<file path="config.mk">
export PLATFORM = sky130hd
export DESIGN_NAME = mips_ifetch_buf
export DESIGN_NICKNAME = d
export VERILOG_FILES = /design/src/rtl/mips_pkg.sv /design/src/rtl/mips_sync_fifo.sv /design/src/rtl/mips_ifetch_buf.sv
export SDC_FILE = /design/constraint.sdc
export NUM_CORES = 1
export LEC_CHECK = 0
export BUFFER_PORTS_ARGS = -buffer_cell sky130_fd_sc_hd__buf_2
export CORE_MARGIN = 1.5
export CORE_UTILIZATION = 55
export DETAILED_ROUTE_END_ITERATION = 10
export PLACE_DENSITY = 0.75
export SYNTH_ARGS = -nofsm -noshare
export SYNTH_HDL_FRONTEND = slang
export SYNTH_SLANG_ARGS = --single-unit
</file>
<file path="constraint.sdc">
create_clock -name CLK -period 3.5 [get_ports CLK]
set_clock_uncertainty 0.15 [all_clocks]
set_input_delay 0.7 -clock CLK [delete_from_list [all_inputs] [get_ports CLK]]
set_output_delay 0.7 -clock CLK [all_outputs]
set_load 0.03 [all_outputs]
</file>
<file path="src/rtl/mips_pkg.sv">
// Shared types and constants for the mips instruction fetch path.
package mips_pkg;
  localparam int unsigned WORD_W = 32;
  localparam logic [WORD_W-1:0] PC_INC = 32'd4;

  typedef struct packed {
    logic [WORD_W-1:0] pc;
    logic [WORD_W-1:0] inst;
  } fetch_entry_t;
endpackage

</file>
<file path="src/rtl/mips_sync_fifo.sv">
// Synchronous FIFO of fetch entries with a registered head and a synchronous clear.
module mips_sync_fifo
  import mips_pkg::*;
#(
  parameter int unsigned DEPTH = 4
) (
  input  logic                   clk,
  input  logic                   rst,
  input  logic                   push,
  input  logic                   pop,
  input  logic                   clear,
  input  fetch_entry_t           wdata,
  output logic [$clog2(DEPTH):0] count,
  output fetch_entry_t           head
);
  localparam int unsigned AW = $clog2(DEPTH);
  localparam logic [AW:0] FULL = (AW + 1)'(DEPTH);

  logic [AW-1:0] r_wptr;
  logic [AW-1:0] r_rptr;
  logic [AW:0]   r_count;
  fetch_entry_t  r_mem [DEPTH];
  logic          w_pop;

  assign w_pop = pop && (r_count != '0);

  always_ff @(posedge clk) begin
    if (rst || clear) begin
      r_wptr  <= '0;
      r_rptr  <= '0;
      r_count <= '0;
    end else begin
      if (push)  r_wptr <= r_wptr + 1'b1;
      if (w_pop) r_rptr <= r_rptr + 1'b1;
      case ({push, w_pop})
        2'b10:   r_count <= r_count + 1'b1;
        2'b01:   r_count <= r_count - 1'b1;
        default: r_count <= r_count;
      endcase
    end
  end

  always_ff @(posedge clk) begin
    if (!rst && !clear && push) r_mem[r_wptr] <= wdata;
  end

  // Upstream credit accounting must never let a push reach a full queue.
  a_no_overflow: assert property (@(posedge clk) disable iff (rst || clear)
    !(push && (r_count == FULL)));

  assign count = r_count;
  assign head  = r_mem[r_rptr];
endmodule

</file>
<file path="src/rtl/mips_ifetch_buf.sv">
// Instruction prefetch buffer: sequential IM fetches queued as {pc, inst} for the core.
module mips_ifetch_buf
  import mips_pkg::*;
#(
  parameter int unsigned      DEPTH    = 4,
  parameter logic [WORD_W-1:0] RESET_PC = 32'h0000_0000
) (
  input  logic              CLK,
  input  logic              Z_R,
  output logic              IM_REQ,
  output logic [WORD_W-1:0] IM_ADDR,
  input  logic [WORD_W-1:0] IM_DATA,
  output logic              IF_VALID,
  input  logic              IF_READY,
  output logic [WORD_W-1:0] IF_INST,
  output logic [WORD_W-1:0] IF_PC,
  input  logic              REDIR_EN,
  input  logic [WORD_W-1:0] REDIR_PC
);
  localparam int unsigned CW = $clog2(DEPTH) + 1;
  localparam logic [WORD_W-1:0] PC_MASK = ~32'h3;

  logic [WORD_W-1:0] r_fetch_pc;
  logic [WORD_W-1:0] r_req_pc;
  logic              r_inflight;
  logic              r_kill;

  logic [CW-1:0]     w_count;
  logic [CW-1:0]     w_used;
  logic              w_issue;
  logic              w_push;
  logic              w_pop;
  logic              w_valid;
  fetch_entry_t      w_head;
  fetch_entry_t      w_wdata;

  // Credit counts queued entries plus the outstanding fetch; pops free space a cycle later.
  assign w_used  = w_count + CW'(r_inflight);
  assign w_issue = !Z_R && !REDIR_EN && (w_used < CW'(DEPTH));
  assign w_push  = r_inflight && !r_kill && !REDIR_EN;
  assign w_valid = !Z_R && (w_count != '0);
  assign w_pop   = w_valid && IF_READY && !REDIR_EN;
  assign w_wdata = '{pc: r_req_pc, inst: IM_DATA};

  always_ff @(posedge CLK) begin
    if (Z_R) begin
      r_fetch_pc <= RESET_PC & PC_MASK;
      r_req_pc   <= '0;
      r_inflight <= 1'b0;
      r_kill     <= 1'b0;
    end else begin
      r_inflight <= w_issue;
      r_kill     <= REDIR_EN && r_inflight;
      if (w_issue) r_req_pc <= r_fetch_pc;
      if (REDIR_EN)     r_fetch_pc <= REDIR_PC & PC_MASK;
      else if (w_issue) r_fetch_pc <= r_fetch_pc + PC_INC;
    end
  end

  mips_sync_fifo #(
    .DEPTH(DEPTH)
  ) u_fifo (
    .clk   (CLK),
    .rst   (Z_R),
    .push  (w_push),
    .pop   (w_pop),
    .clear (REDIR_EN),
    .wdata (w_wdata),
    .count (w_count),
    .head  (w_head)
  );

  assign IM_REQ   = w_issue;
  assign IM_ADDR  = r_fetch_pc;
  assign IF_VALID = w_valid;
  assign IF_PC    = w_valid ? w_head.pc   : '0;
  assign IF_INST  = w_valid ? w_head.inst : '0;
endmodule

</file>
==> metrics.txt, run 1 <==
residual overflow from global routing=0; number of maximum-capacitance constraint violations=0; residual antenna-violating net count after detailed routing=0; count of distinct cell types in the synthesized netlist=53; total via count in the routed design=7230; time the worst path needs with I/O delays and setup=3130 ps; leading cell type in the layout, fill and taps excluded=sky130_fd_sc_hd__edfxtp_1; floorplan die area=0.0240 mm^2; placeable core region=0.0226 mm^2; combinational cell fraction of total power=4.1%; Peak VDD IR=0.000463 V; H-tree level count=1; class of the worst hold path=input port to flip-flop; asr flop ratio synth=0%; y dimension of the die=155 um; setup repair after global routing missed its margin=false; count of filler cells inserted in the layout=1616; worst hold margin=208 ps; area of the multi-input gates=0.00355 mm^2; pin slew with the least headroom to its limit=915 ps; post-cts gate resize count=0; Final Setup Violations=0; number of slew-limit violations in the final report=0; detailed-route DRC error count=0; final worst path period share=89.4%; library cell with the largest summed area after synthesis=sky130_fd_sc_hd__edfxtp_1; number of vias per cell=5.65; worst-path maximum fanout=36; post-DR wirelength/cell=19.4 um; portion of the post-synthesis area used by sequential elements=69.9%; kind of start point of the critical path=flip-flop; sum of internal, switching and leakage power=7.71 mW; clk root buf=sky130_fd_sc_hd__clkbuf_16; number of antenna diodes=0; CTS max path bufs=3; share of post-route cells with drive strength above 1=31.2%; worst slew margin relative to its limit=38.8%; worst path required time=2650 ps; TritonCTS clock tree=yes; kind of end point of the critical path=primary output; maximum number of pins on one net before global-route repair=64; CP arrival=2280 ps; Net Sw Power=1.64 mW; Final Routed Wirelength=24800 um; dominant synthesized flop cell=sky130_fd_sc_hd__edfxtp_1; number of cells produced by synthesis=806; number of buffers added by the clock tree synthesis step=31; most frequent cells in the layout=248 x sky130_fd_sc_hd__edfxtp_1, 159 x sky130_fd_sc_hd__buf_2, 84 x sky130_fd_sc_hd__nand2_1; pwr/cell area=518 mW/mm^2; leakage power summed over all cells=5.37 nW; area taken by flip-flops and latches=0.00888 mm^2; Top-Level Pins=166; switching share of power=21.3%; Cell Area, Synth=0.0127 mm^2; final net count=1045; global-route wire length before repair=39200 um; Global Route Usage Sum=21.1%; layout overhead on the synthesized area=17.3%; cell types with the largest area share after synthesis=sky130_fd_sc_hd__edfxtp_1 59%, sky130_fd_sc_hd__dfxtp_1 11%, sky130_fd_sc_hd__mux4_2 11%; estimated wirelength of the detail-placed design=15300 um; synthesized area divided by synthesized cell count=15.7 um^2; classification of the worst setup path=flip-flop to primary output; Sequential Power Share=54.2%; power share of the clock group=41.8%; number of synthesis warnings=0; number of synthesized flops with an enable pin=248; Final Hold Fails=0; horizontal extent of the die=155 um; FMAX=320 MHz; number of global-route vias before repair=7255; Sum Neg Setup Slack=0 ps; register bit count reported by yosys=319; routability congestion estimate from global placement=0.832; clock insertion delay at the later pin of the skew report=550 ps; TritonRoute pass-1 iters=7; clock transition at the registers of the reported paths=60 ps; initial antenna violation count=0; status=complete, no violations; initial cell density of the core=56.0%; count of buffers added by post-CTS timing repair for setup=0; floorplan row count=55; area share of the largest cell type after synthesis=58.7%; CTS Hold Bufs=0; total number of clock tree sinks=319; Int Power=6.07 mW; Port Buffers=159; number of DRC markers after the initial detailed-route iteration=427
## layer usage
metal  GRT usage, %  part of all wire, %
met1           30.5                   45
met2           34.7                   48
met5              0                    0
met4           4.72                  1.6
met3           3.01                  5.2
## area by class of cell
cell class / count / share of cell area, %
well taps: 285 / 2.40
inverters: 10 / 0.286
repair buffers: 180 / 7.08
clock buffers: 33 / 5.27
flip-flops and latches: 319 / 59.7
multi-input cells: 428 / 23.9
clock inverters: 25 / 1.44
## path summary, 6_finish.rpt
| check | start | end | slack, ps | cells past startpoint |
|---|---|---|---|---|
| worst max-delay path | flip-flop | IF_INST[16] | 370 | 4 |
| worst min-delay path | IM_DATA[7] | u_fifo.r_mem[3][7]$_DFFE_PP_ | 210 | 1 |
| worst max register to register | IM_ADDR[2]$_SDFFE_PP0P_ | IM_ADDR[10]$_SDFFE_PP0P_ | 1080 | 6 |
| worst min register to register | r_req_pc[22]$_SDFFE_PP0P_ | r_req_pc[22]$_SDFFE_PP0P_ | 340 | 2 |
## critical path, cell delays in order, from the launching register on
cell and delay [ps]:
sky130_fd_sc_hd__dfxtp_4 490, sky130_fd_sc_hd__buf_12 330, sky130_fd_sc_hd__mux4_2 550, sky130_fd_sc_hd__and2_1 170
sky130_fd_sc_hd__buf_2 170
## kinds of logic after synthesis
group	count (synthesis)	share of synthesized area, %
adders and majority gates	7	0.750
xor gates and xnor gates	17	1.17
and+or+nand+nor	236	9.47
DFF	319	69.9
buffers and inverters	62	2.40
muxes	71	11.8
other	1	0.0296
AOI/OAI and AO/OA	93	4.43
## power groups by stage
stage                     Clock [mW]  Sequential (mW)  Combinational (mW)
after detailed placement           0             4.25               0.312
final                           3.22             4.17               0.312
after global placement             0             4.25               0.306
after global routing            3.42             4.18               0.341
after CTS                       3.27             4.17               0.313
after floorplan                    0             4.28               0.157
## stage by stage
stage | std cells | utilization (%) | worst slack, ps | cell area, um^2
after global routing | 1280 | 65.7 | 244 | 14900
final | 1280 | 65.7 | 371 | 14900
after floorplan | 809 | - | 216 | 12700
after CTS | 1280 | 65.7 | 299 | 14900
after detailed placement | 1222 | 61.3 | 475 | 13900
after global placement | 1222 | 61.3 | 536 | 13900
## Yosys cell counts, types with 2 or more instances
library cell and instances:
sky130_fd_sc_hd__a211oi_1 2, sky130_fd_sc_hd__o21ai_0 6, sky130_fd_sc_hd__mux2i_1 2, sky130_fd_sc_hd__a222oi_1 2, sky130_fd_sc_hd__a31oi_1 14, sky130_fd_sc_hd__a2bb2oi_1 2
sky130_fd_sc_hd__edfxtp_1 248, sky130_fd_sc_hd__buf_6 5, sky130_fd_sc_hd__nand2_1 84, sky130_fd_sc_hd__ha_1 6, sky130_fd_sc_hd__inv_1 9, sky130_fd_sc_hd__nor3b_1 2
sky130_fd_sc_hd__mux4_2 62, sky130_fd_sc_hd__a21oi_1 43, sky130_fd_sc_hd__and2_1 72, sky130_fd_sc_hd__a21o_1 2, sky130_fd_sc_hd__clkbuf_1 31, sky130_fd_sc_hd__o211ai_1 2
sky130_fd_sc_hd__nor2_1 25, sky130_fd_sc_hd__nor3_1 4, sky130_fd_sc_hd__dfxtp_1 71, sky130_fd_sc_hd__nand3_1 12, sky130_fd_sc_hd__o22ai_1 11, sky130_fd_sc_hd__xor2_1 14
sky130_fd_sc_hd__nor2b_1 2, sky130_fd_sc_hd__xnor2_1 3, sky130_fd_sc_hd__and3_1 9, sky130_fd_sc_hd__nand4_1 16, sky130_fd_sc_hd__mux2_2 6, sky130_fd_sc_hd__or3_1 3
sky130_fd_sc_hd__buf_2 11, sky130_fd_sc_hd__buf_4 4
## registers in the layout, indices dropped and copies added, names as in the netlist, named ones only
name,flops
r_inflight,1
r_kill,1
u_fifo.r_mem,248
r_req_pc,30
u_fifo.count,3
u_fifo.r_wptr,2
u_fifo.r_rptr,2
IM_ADDR,30
No activity file was read; power rests on OpenSTA's default activity.
==> run 2, diff against run 1 <==
Settings changed: ABC_AREA set to 1, PLACE_DENSITY 0.75 to 0.74.
==> metrics.txt, run 2 <==
register bit count reported by yosys=319; Sum Neg Setup Slack=0 ps; Top-Level Pins=166; kind of start point of the critical path=flip-flop; portion of the post-synthesis area used by sequential elements=66.5%; classification of the worst setup path=flip-flop to primary output; asr flop ratio synth=0%; max layer used=met4; share of post-route cells with drive strength above 1=17.7%; Post-Place Setup Slack=614 ps; CTS max path bufs=3; count of distinct cell types in the synthesized netlist=36; class of the worst hold path=input port to flip-flop; estimated wirelength of the detail-placed design=17400 um; FMAX=302 MHz; H-tree level count=1; leading cell type in the layout, fill and taps excluded=sky130_fd_sc_hd__nor2_1; worst slew margin relative to its limit=42.9%; placeable core region=0.0236 mm^2; pwr/cell area=509 mW/mm^2; residual antenna-violating net count after detailed routing=0; residual overflow from global routing=0; leakage power summed over all cells=5.91 nW; area share of the largest cell type after synthesis=55.9%; most frequent cells in the layout=286 x sky130_fd_sc_hd__nor2_1, 248 x sky130_fd_sc_hd__edfxtp_1, 164 x sky130_fd_sc_hd__nand2_1; register containing the most flip-flops in the final layout=u_fifo.r_mem; worst path required time=2650 ps; most used standard cells in the synthesized netlist=290 x sky130_fd_sc_hd__nor2_1, 248 x sky130_fd_sc_hd__edfxtp_1, 165 x sky130_fd_sc_hd__nand2_1; number of buffers added by the clock tree synthesis step=31; clk root buf=sky130_fd_sc_hd__clkbuf_16; dominant synthesized flop cell=sky130_fd_sc_hd__edfxtp_1; post-cts gate resize count=0; simple-gate portion of the synthesized area=16.7%; sum of internal, switching and leakage power=7.87 mW; number of antenna diodes=0; fraction of synthesized cell area in xor and xnor cells=0.460%; CP arrival=2460 ps; CTS Hold Bufs=0; count of filler cells inserted in the layout=1879; Port Buffers=159; area of the multi-input gates=0.00389 mm^2; post-DR wirelength/cell=16.3 um; count of buffers added by post-CTS timing repair for setup=0; total via count in the routed design=9609; detailed-route DRC error count=0; pin slew with the least headroom to its limit=856 ps; met3 layer wire length in the routed design=2420 um; cell types with the largest area share after synthesis=sky130_fd_sc_hd__edfxtp_1 56%, sky130_fd_sc_hd__dfxtp_1 11%, sky130_fd_sc_hd__nor2_1 8.2%; complex-gate fraction of the synthesized area=11.0%; number of global-route vias before repair=8842; multiplexer share of the synthesized area=0%; Cell Area, Synth=0.0133 mm^2; floorplan row count=56; number of vias per cell=5.37; setup repair after global routing missed its margin=false; met1 wire length=12500 um; Final Routed Wirelength=29300 um; y dimension of the die=159 um; horizontal extent of the die=159 um; time the worst path needs with I/O delays and setup=3310 ps; clock transition at the registers of the reported paths=60 ps; Worst Setup Slack, final=187 ps; TritonRoute pass-1 iters=5; final net count=1523; maximum number of pins on one net before global-route repair=79; number of maximum-capacitance constraint violations=0; Final Hold Fails=0; total number of clock tree sinks=319; layout overhead on the synthesized area=16.1%; kind of end point of the critical path=primary output; number of synthesis warnings=0; final worst path period share=94.7%; Final Setup Violations=0; Peak VDD IR=0.000339 V; clock insertion delay at the later pin of the skew report=550 ps; arithmetic-cell share of the synthesized area counting full adders, half adders and majority gates=0.713%; floorplan die area=0.0252 mm^2; status=complete, no violations; number of slew-limit violations in the final report=0; routed wire length on met2=13800 um; TritonCTS clock tree=yes; Global Route Usage Sum=22.9%; library cell with the largest summed area after synthesis=sky130_fd_sc_hd__edfxtp_1; initial cell density of the core=56.5%; worst-path maximum fanout=48; routability congestion estimate from global placement=0.892; number of cells produced by synthesis=1306; max FFs per register=248; library cell with the highest instance count after synthesis=sky130_fd_sc_hd__nor2_1; synthesized area divided by synthesized cell count=10.2 um^2; area taken by flip-flops and latches=0.00887 mm^2; number of DRC markers after the initial detailed-route iteration=736; global-route wire length before repair=44900 um; number of synthesized flops with an enable pin=248; initial antenna violation count=0; combinational family with the most area after synthesis=simple AND/OR/NAND/NOR gates
run 2: cell count changes in the layout (fill, tap and decap cells not counted), moves of 56 or more:
cell	previous run	this run
sky130_fd_sc_hd__a21oi_1	43	122
sky130_fd_sc_hd__and2_1	72	1
sky130_fd_sc_hd__inv_1	9	65
sky130_fd_sc_hd__mux4_2	62	0
sky130_fd_sc_hd__nand2_1	84	164
sky130_fd_sc_hd__nor2_1	24	286
sky130_fd_sc_hd__o21ai_0	6	152
run 2: report_power, final:
group / leakage, nW / internal [mW] / switching (mW)
Clock: 0.489 / 1.98 / 1.33
Combinational: 2.53 / 0.113 / 0.251
Sequential: 2.89 / 4.13 / 0.0669
run 2: worst max-delay path, stage by stage, from the launching register on:
cell and delay [ps]:
sky130_fd_sc_hd__dfxtp_4 700, sky130_fd_sc_hd__inv_2 310, sky130_fd_sc_hd__buf_4 340, sky130_fd_sc_hd__o21ai_0 240, sky130_fd_sc_hd__a21oi_1 90, sky130_fd_sc_hd__buf_2 190
run 2: cells by family (layout without fill, tap and decap cells):
group                    after synthesis  after routing
flip-flops                           319            319
adder cells (fa/ha/maj)                7              7
AO/OA/AOI/OAI                        287            287
XOR/XNOR                               7              7
AND/OR/NAND/NOR                      540            540
buffers and inverters                145            308
other                                  1              4
run 2: area by class of cell:
type,instances,share of cell area [%]
Clock inverter,19,1.38
Multi-Input combinational cell,845,25.2
Clock buffer,38,5.18
Inverter,71,1.72
Sequential cell,319,57.3
Timing Repair Buffer,180,6.65
Tap cell,319,2.58
run 2: metrics by stage:
stage	hold slack (ps)	instance area (um^2)	utilization, %	cells
floorplan	291	13300	-	1309
global placement	295	14500	61.2	1734
CTS	187	15500	65.5	1791
global route	194	15500	65.5	1791
detailed placement	313	14500	61.2	1734
finish	208	15500	65.5	1791
run 2: metal layers:
metal	track usage (%)	vias to the layer above
li1	-	4719
met1	31.2	4447
met2	38.5	400
met3	3.59	43
met4	5.96	0
met5	0	-
run 2: worst paths after layout:
kind / slack, ps / start / cells after the start / to
max: 190 / flip-flop / 5 / IF_INST[24]
min: 210 / IM_DATA[22] / 1 / u_fifo.r_mem[1][22]$_DFFE_PP_
max reg2reg: 1280 / u_fifo.count[0]$_SDFFE_PP0P_ / 10 / u_fifo.count[2]$_SDFFE_PP0P_
min reg2reg: 330 / r_inflight$_SDFF_PP0_ / 2 / r_kill$_SDFF_PP0_
